File: config.mk
export PLATFORM = sky130hd
export DESIGN_NAME = uart_clk_rst_seq
export DESIGN_NICKNAME = d
export VERILOG_FILES = /design/src/rtl/uart_clk_pkg.sv /design/src/rtl/uart_clk_rst_seq_rst_sync.sv /design/src/rtl/uart_clk_rst_seq.sv
export SDC_FILE = /design/constraint.sdc
export NUM_CORES = 1
export LEC_CHECK = 0
export CAP_MARGIN = 20
export CORE_MARGIN = 2
export CORE_UTILIZATION = 50
export CTS_CLUSTER_SIZE = 30
export DETAILED_ROUTE_END_ITERATION = 8
export PLACE_DENSITY = 0.7
export SLEW_MARGIN = 20
export SYNTH_ARGS = -nofsm -noshare
export SYNTH_HDL_FRONTEND = slang
export SYNTH_HIERARCHICAL = 1
export SYNTH_SLANG_ARGS = --single-unit
File: constraint.sdc
create_clock -name clk_i -period 3.34 [get_ports clk_i]
set_clock_uncertainty 0.05 [all_clocks]
set_input_delay 0.668 -clock clk_i [delete_from_list [all_inputs] [get_ports clk_i]]
set_output_delay 0.668 -clock clk_i [all_outputs]
set_load 0.005 [all_outputs]
File: src/rtl/uart_clk_pkg.sv
// Shared encodings and defaults for the UART clock/reset sequencer.
package uart_clk_pkg;

    localparam int unsigned STATE_W                = 2;
    localparam int unsigned DIV_W_DEFAULT          = 16;
    localparam int unsigned DEFAULT_DIV_115200     = 27;
    localparam int unsigned STARTUP_CYCLES_DEFAULT = 1024;
    localparam int unsigned SYNC_STAGES_DEFAULT    = 2;

    typedef enum logic [STATE_W-1:0] {
        ST_HOLD = 2'b00,
        ST_WAIT = 2'b01,
        ST_RUN  = 2'b10,
        ST_BAD  = 2'b11
    } seq_state_e;

    // Counter width able to hold 0..n-1, never narrower than one bit.
    function automatic int unsigned cnt_width(input int unsigned n);
        return (n <= 1) ? 1 : $clog2(n);
    endfunction

endpackage

File: src/rtl/uart_clk_rst_seq_rst_sync.sv
// Reset synchroniser: asserts asynchronously, deasserts after STAGES clock edges.
module rst_sync #(
    parameter int unsigned STAGES = 2
) (
    input  logic clk_i,
    input  logic rst_ni,
    output logic rst_no
);

    logic [STAGES-1:0] sync_q;

    always_ff @(posedge clk_i or negedge rst_ni) begin
        if (!rst_ni) begin
            sync_q <= '0;
        end else begin
            sync_q <= {sync_q[STAGES-2:0], 1'b1};
        end
    end

    assign rst_no = sync_q[STAGES-1];

endmodule

File: src/rtl/uart_clk_rst_seq.sv
// UART bring-up sequencer: startup hold-off, peripheral reset release and 16x baud tick
// generation with a run-time reprogrammable divisor.
module uart_clk_rst_seq
    import uart_clk_pkg::*;
#(
    parameter int unsigned STARTUP_CYCLES = STARTUP_CYCLES_DEFAULT,
    parameter int unsigned SYNC_STAGES    = SYNC_STAGES_DEFAULT,
    parameter int unsigned DIV_W          = DIV_W_DEFAULT,
    parameter int unsigned DEFAULT_DIV    = DEFAULT_DIV_115200
) (
    input  logic               clk_i,
    input  logic               rst_ni,
    input  logic               div_load_i,
    input  logic [DIV_W-1:0]   div_value_i,
    output logic               div_ack_o,
    output logic               div_err_o,
    output logic               periph_reset_n_o,
    output logic               ready_o,
    output logic               baud_tick_o,
    output logic [STATE_W-1:0] state_o
);

    localparam int unsigned     SU_W    = cnt_width(STARTUP_CYCLES);
    localparam logic [SU_W-1:0] SU_LAST = SU_W'(STARTUP_CYCLES - 1);
    localparam logic [DIV_W-1:0] DIV_RST = DIV_W'(DEFAULT_DIV);

    logic rst_sync_n;

    rst_sync #(
        .STAGES(SYNC_STAGES)
    ) u_rst_sync (
        .clk_i (clk_i),
        .rst_ni(rst_ni),
        .rst_no(rst_sync_n)
    );

    seq_state_e       state_q, state_d;
    logic [SU_W-1:0]  su_cnt_q, su_cnt_d;
    logic [DIV_W-1:0] baud_cnt_q, baud_cnt_d;
    logic [DIV_W-1:0] div_q, div_d;
    logic [DIV_W-1:0] pend_q, pend_d;
    logic             pend_vld_q, pend_vld_d;
    logic             applied_q, applied_d;
    logic             ack_hold_q, ack_hold_d;
    logic             ack_q, ack_d;
    logic             err_q, err_d;
    logic             tick_q, tick_d;

    logic in_run;
    logic wrap;
    logic load_ok;
    logic load_bad;
    logic ack_req;

    assign in_run   = (state_q == ST_RUN);
    assign wrap     = in_run && (baud_cnt_q == div_q - 1'b1);
    assign load_ok  = div_load_i && (div_value_i != '0);
    assign load_bad = div_load_i && (div_value_i == '0);

    always_comb begin
        state_d  = state_q;
        su_cnt_d = su_cnt_q;
        case (state_q)
            ST_HOLD: begin
                su_cnt_d = '0;
                if (rst_sync_n) begin
                    state_d = ST_WAIT;
                end
            end
            ST_WAIT: begin
                if (su_cnt_q == SU_LAST) begin
                    state_d  = ST_RUN;
                    su_cnt_d = '0;
                end else begin
                    su_cnt_d = su_cnt_q + 1'b1;
                end
            end
            ST_RUN: begin
                su_cnt_d = '0;
            end
            default: begin
                state_d  = ST_HOLD;
                su_cnt_d = '0;
            end
        endcase
    end

    always_comb begin
        baud_cnt_d = '0;
        if (in_run && !wrap) begin
            baud_cnt_d = baud_cnt_q + 1'b1;
        end
    end

    // Outside RUN a load takes effect at once; its ack follows one cycle later via applied_q.
    // In RUN the divisor only changes on a wrap so no period is ever truncated.
    always_comb begin
        div_d      = div_q;
        pend_d     = pend_q;
        pend_vld_d = pend_vld_q;
        applied_d  = 1'b0;
        ack_req    = applied_q | ack_hold_q;
        if (in_run) begin
            if (wrap) begin
                if (load_ok) begin
                    div_d      = div_value_i;
                    pend_vld_d = 1'b0;
                    ack_req    = 1'b1;
                end else if (pend_vld_q) begin
                    div_d      = pend_q;
                    pend_vld_d = 1'b0;
                    ack_req    = 1'b1;
                end
            end else if (load_ok) begin
                pend_d     = div_value_i;
                pend_vld_d = 1'b1;
            end
        end else begin
            pend_vld_d = 1'b0;
            if (load_ok) begin
                div_d     = div_value_i;
                applied_d = 1'b1;
            end
        end
        err_d = load_bad;
        // An ack colliding with an error pulse is deferred by a cycle, never dropped.
        ack_d      = ack_req & ~err_d;
        ack_hold_d = ack_req & err_d;
        tick_d     = wrap;
    end

    always_ff @(posedge clk_i or negedge rst_ni) begin
        if (!rst_ni) begin
            state_q    <= ST_HOLD;
            su_cnt_q   <= '0;
            baud_cnt_q <= '0;
            div_q      <= DIV_RST;
            pend_q     <= '0;
            pend_vld_q <= 1'b0;
            applied_q  <= 1'b0;
            ack_hold_q <= 1'b0;
            ack_q      <= 1'b0;
            err_q      <= 1'b0;
            tick_q     <= 1'b0;
        end else begin
            state_q    <= state_d;
            su_cnt_q   <= su_cnt_d;
            baud_cnt_q <= baud_cnt_d;
            div_q      <= div_d;
            pend_q     <= pend_d;
            pend_vld_q <= pend_vld_d;
            applied_q  <= applied_d;
            ack_hold_q <= ack_hold_d;
            ack_q      <= ack_d;
            err_q      <= err_d;
            tick_q     <= tick_d;
        end
    end

    assign ready_o          = in_run;
    assign periph_reset_n_o = in_run;
    assign baud_tick_o      = tick_q;
    assign div_ack_o        = ack_q;
    assign div_err_o        = err_q;
    assign state_o          = (state_q == ST_BAD) ? ST_HOLD : state_q;

endmodule

Word-level counts from Yosys, hierarchy flattened
Index checks and enable logic that the tools add are counted.
W data, S select, Z words.
{"block": "word_totals", "in_bits": 19, "out_inout_bits": 7, "regBits": 68}
{"block": "classes", "n_reduce_logical": 13, "n_eq_ne": 9, "mux": 21, "add_sub_neg": 3, "bitwise": 6}
{"operator": "$mux W16", "n": 6}
{"operator": "$mux W10", "n": 2}
{"operator": "$add A16 B1 Y16 const B", "n": 1}
{"operator": "$eq A16 B16 Y1", "n": 1}
{"operator": "$logic_not A16 Y1", "n": 1}
{"operator": "$reduce_bool A16 Y1", "n": 1}
{"operator": "$sub A16 B1 Y16 const B", "n": 1}
{"operator": "$add A10 B1 Y10 const B", "n": 1}
{"operator": "$eq A10 B10 Y1 const B", "n": 1}
{"operator": "$mux W1", "n": 9}
{"operator": "$reduce_and A3 Y1", "n": 3}
{"operator": "$mux W2", "n": 3}
{"operator": "$pmux W2 S3", "n": 1}
{"operator": "$eq A2 B2 Y1 const B", "n": 2}
{"operator": "$logic_and A1 B1 Y1", "n": 4}
{"operator": "$ne A2 B2 Y1 const B", "n": 2}
{"operator": "$reduce_bool A2 Y1", "n": 2}
{"operator": "$ne A3 B2 Y1 const B", "n": 1}
{"operator": "$not A1 Y1", "n": 3}
{"operator": "$and A1 B1 Y1", "n": 2}
{"operator": "$eq A2 B1 Y1 const B", "n": 1}
{"operator": "$logic_not A2 Y1", "n": 1}
{"operator": "$ne A2 B1 Y1 const B", "n": 1}
{"operator": "$logic_not A1 Y1", "n": 1}
{"operator": "$or A1 B1 Y1", "n": 1}

Logic depth before layout (Yosys ltp)
{"block": "logic_depth", "depth_word": 6, "depth_mapped": 12}

Hierarchy
Netlist, hierarchy kept.
{"module": "uart_clk_rst_seq", "instances": 1, "cells_each": 355, "area_each_um2": 3631.0, "seq_area_each_um2": 1656.6}
{"module": "rst_sync", "instances": 1, "cells_each": 3, "area_each_um2": 53.8, "seq_area_each_um2": 50.0}

Worst setup path before layout
Ideal clock, no wire load.
{"block": "synth_path", "kind": "register -> register", "start": "register div_q[0]", "end": "register pend_q[10]", "path_buffers": 1, "slack_ns": 0.663, "arrival_ns": 2.502, "path_stages_with_launch": 11, "required_time_ns": 3.165, "setup_ns": 0.125, "cell_sequence": "dfstp_2 > inv_1 > ha_1 > and3_1 > o31a_1 > nor3b_1 > o211ai_2 > o21ai_4 > nor2_4 > buf_6 > mux2_4"}
{"block": "synth_between", "elab_chain_len": 5}
{"item": "start, declared", "line": "uart_clk_rst_seq.sv:40", "rtl": "logic [DIV_W-1:0] div_q, div_d;"}
{"item": "start signal, assigned", "line": "uart_clk_rst_seq.sv:149", "rtl": "div_q <= div_d;"}
{"item": "$sub A16 B1 Y16", "line": "uart_clk_rst_seq.sv:56", "rtl": "assign wrap = in_run && (baud_cnt_q == div_q - 1'b1);"}
{"item": "$eq A16 B16 Y1", "line": "uart_clk_rst_seq.sv:56"}
{"item": "$logic_and A1 B1 Y1", "line": "uart_clk_rst_seq.sv:56"}
{"item": "$not A1 Y1 (no source line)"}
{"item": "$reduce_and A3 Y1 (no source line)"}
{"item": "end signal, assigned", "line": "uart_clk_rst_seq.sv:150", "rtl": "pend_q <= pend_d;"}
{"item": "end, declared", "line": "uart_clk_rst_seq.sv:41", "rtl": "logic [DIV_W-1:0] pend_q, pend_d;"}
Every way passes these cells.
A chain may end at the register's enable or synchronous reset.

Worst setup path in the final report
{"block": "layout_path", "start": "register div_q[0]", "end": "register div_q[6]"}
{"block": "layout_between", "elab_chain_len": 5}
{"item": "$sub A16 B1 Y16", "line": "uart_clk_rst_seq.sv:56"}
{"item": "$eq A16 B16 Y1", "line": "uart_clk_rst_seq.sv:56"}
{"item": "$logic_and A1 B1 Y1", "line": "uart_clk_rst_seq.sv:56"}
{"item": "$ne A2 B2 Y1 (no source line)"}
{"item": "$reduce_and A3 Y1 (no source line)"}
Every way passes these cells.

==> impl_metrics.json <==
{
  "grt_max_degree": 41,
  "seq_area_mm2": 0.001707,
  "p_per_area_mw_per_mm2": 459.2,
  "yosysUniqueCellTypes": 51,
  "setup-tns-final_ns": 0,
  "slowest_stage": "dfstp_2",
  "syn_avg_cell_area_um2": 10.29,
  "place_area_mm2": 0.004028,
  "utilization": 0.5916,
  "antenna_cells": 0,
  "cp_cell_sequence": "inv_1 > ha_1 > nor3b_4 > a221oi_1 > a41oi_1 > o21ai_0 > a21boi_0 > o2111ai_2 > buf_12 > or3_1 > o211a_1",
  "cts_setup_buffers": 0,
  "dieArea_mm2": 0.008072,
  "hp-class": "primary input to asynchronous set/reset pin",
  "final.setup.worst_slack_ns": 0.2957,
  "netlist_instances": 358,
  "die_y_um": 89.85,
  "reg2regPathDepth": 11,
  "io_pins": 26,
  "grt_pass1_wl_um": 12820,
  "clock_sinks": 68,
  "synthFlopType": "dfrtp_1",
  "drv_cap": 0,
  "r2r_slack_ns": 0.30,
  "use_met2": 0.3100,
  "yosys.area_share.simple": 0.2357,
  "drc": 0,
  "hold_viol": 0,
  "synth_nets": 380,
  "cts_tree": "built",
  "start_util": 0.5135,
  "stdcell_count": 487,
  "critPathCapture": "div_q[6]",
  "vias": 2595,
  "cts_resized": 0,
  "synthXorXnorAreaFrac": 0.1093,
  "grtUsageTotal": 0.1955,
  "synthMuxAreaShare": 0.06180,
  "critPathKind": "flip-flop to flip-flop",
  "final_cell_mix": "dfrtp_1 (64), nor2_1 (55), nand2_1 (27)",
  "cp.required_ns": 3.52,
  "dp_slack_ns": 0.2861,
  "rows": 31,
  "numCtsBuffers": 9,
  "hold_slack_ns": 0.2961,
  "htree_levels": 3,
  "synth_top_family_by_area": "simple AND/OR/NAND/NOR gates",
  "worstMarginPinSlew_ns": 0.6514,
  "hpwl_um": 5133,
  "slew_viol_final": 0,
  "worstSetupStartpoint": "div_q[0]",
  "cts-root-buf": "clkbuf_8",
  "top_usage_layer": "met2",
  "ant_nets": 0,
  "grt.overflow.total": 0,
  "p_leak_nw": 1.814,
  "synthArstFlopShare": 1.000,
  "final_common_cell": "dfrtp_1",
  "drt_iter0_drc": 144,
  "met3_usage": 0.04778,
  "via_per_inst": 5.329,
  "synth_compound_area_frac": 0.07980,
  "use_met1": 0.2695,
  "ys_seq_area_frac": 0.4632,
  "end_kind": "flip-flop",
  "drive_above_1_share": 0.1366,
  "slowest_delay_ns": 0.61,
  "crit_arrival_ns": 3.22,
  "fill_cells": 632,
  "stdcell_area_mm2": 0.004245,
  "insertion_delay_ns": 0.34,
  "clockBufferDepth": 2,
  "period_share": 0.9115,
  "r2r-end": "div_q[6]",
  "multiInputGateArea_mm2": 0.001841,
  "grt_pass1_vias": 2638,
  "status": "finished, final reports clean",
  "dr.pass1.iters": 4,
  "core_mm2": 0.007176,
  "dp_cells": 471,
  "ys_ff_latch": 68,
  "p_total_mw": 1.950,
  "finalCriticalPeriod_ns": 3.044,
  "worstReg2RegStart": "div_q[0]",
  "relSlewSlack": 0.5657,
  "netlist_area_mm2": 0.003685,
  "wl_per_cell_um": 14.79,
  "ys_warn_count": 6,
  "place.gp.congestion": 0.8578,
  "start_kind": "flip-flop",
  "hold_buffers": 0,
  "synth_fa_ha_area_frac": 0.01019,
  "finalSetupViolCount": 0,
  "drt-total-wl_um": 7202,
  "crit_path_max_fanout": 32,
  "port_buffers": 25,
  "max_freq_mhz": 328.5,
  "path_clk_slew_ns": 0.07,
  "antenna_found_initial": 0,
  "dieWidth_um": 89.85,
  "synth_edf_count": 0,
  "nNetsFinal": 405,
  "grt_setup_unrepaired": "no",
  "syn_to_final_growth_pct": 15.21,
  "worst_ir_drop_vdd_uv": 330.6
}
==> Yosys cell counts (2+ instances only) <==
cell type	number	share of area
a311oi_1	2	0.0048
a31oi_1	2	0.0034
and3_1	11	0.019
buf_2	4	0.0054
buf_4	3	0.0061
buf_6	4	0.012
clkbuf_1	7	0.0071
dfrtp_1	64	0.43
dfstp_2	4	0.029
ha_1	3	0.010
inv_1	7	0.0071
mux2_2	6	0.018
mux2_4	10	0.041
nand2_1	27	0.028
nand2b_1	4	0.0068
nand3_1	19	0.026
nand4_1	5	0.0085
nand4b_1	2	0.0048
nor2_1	55	0.056
nor2b_1	3	0.0051
nor3_1	5	0.0068
nor3b_1	2	0.0041
nor4_1	6	0.010
o211a_1	16	0.043
o21ai_0	2	0.0027
or3_1	16	0.027
xnor2_1	21	0.050
xor2_1	25	0.059
==> power breakdown <==
group / switching (mW) / internal [mW] / total (mW)
clock: 0.299 / 0.440 / 0.740
sequential: 0.0746 / 0.898 / 0.972
combinational: 0.115 / 0.122 / 0.237
==> cells by family (layout without fill, tap and decap cells) <==
logic type / count (synthesis) / after routing
other: 1 / 1
buffers and inverters: 26 / 56
xor gates and xnor gates: 46 / 46
and+or+nand+nor: 165 / 165
DFF: 68 / 68
muxes: 17 / 17
adders and majority gates: 3 / 3
AOI/OAI and AO/OA: 32 / 32
==> cell type report <==
cell class / count / share of cell area
clock buffer: 12 / 0.03419
clock inverter: 4 / 0.01709
inverter: 7 / 0.006189
multi-input combinational: 264 / 0.4335
sequential: 68 / 0.4020
tap: 99 / 0.02918
timing repair buffer: 33 / 0.07781
==> critical path, delay by kind of cell (launching register included) <==
kind	cells	cell delay, ns
AND/OR/NAND/NOR	2	0.55
flip-flops	1	0.61
buffers and inverters	2	0.27
adder cells (fa/ha/maj)	1	0.24
AO/OA/AOI/OAI	6	1.19
==> how the worst min path moves through the flow <==
stage | start | endpoint | slack, ns | cells past startpoint
final | rst_ni | div_ack_o | 0.30 | 1
after global routing | u_rst_sync/sync_q[0] | u_rst_sync/sync_q[1] | 0.31 | 0
after CTS | u_rst_sync/sync_q[0] | u_rst_sync/sync_q[1] | 0.30 | 0
after detailed placement | u_rst_sync/sync_q[0] | u_rst_sync/sync_q[1] | 0.29 | 0
after global placement | u_rst_sync/sync_q[0] | u_rst_sync/sync_q[1] | 0.28 | 0
after floorplan | u_rst_sync/sync_q[0] | u_rst_sync/sync_q[1] | 0.28 | 0
==> flip-flops by register name, summed over array words and instances, names as in the netlist <==
| register | flops |
|---|---|
| baud_cnt_q | 16 |
| div_q | 16 |
| pend_q | 16 |
| su_cnt_q | 10 |
| state_q | 2 |
| u_rst_sync/sync_q | 2 |
| ack_hold_q | 1 |
| applied_q | 1 |
| baud_tick_o | 1 |
| div_ack_o | 1 |
| div_err_o | 1 |
| pend_vld_q | 1 |
==> layer usage <==
metal  vias up  wire length (um)
li1       1282                 -
met1      1265              3479
met2        37              3398
met3        11               236
met4         0                87
met5         -                 0
Power figures use the tool's default switching activity.
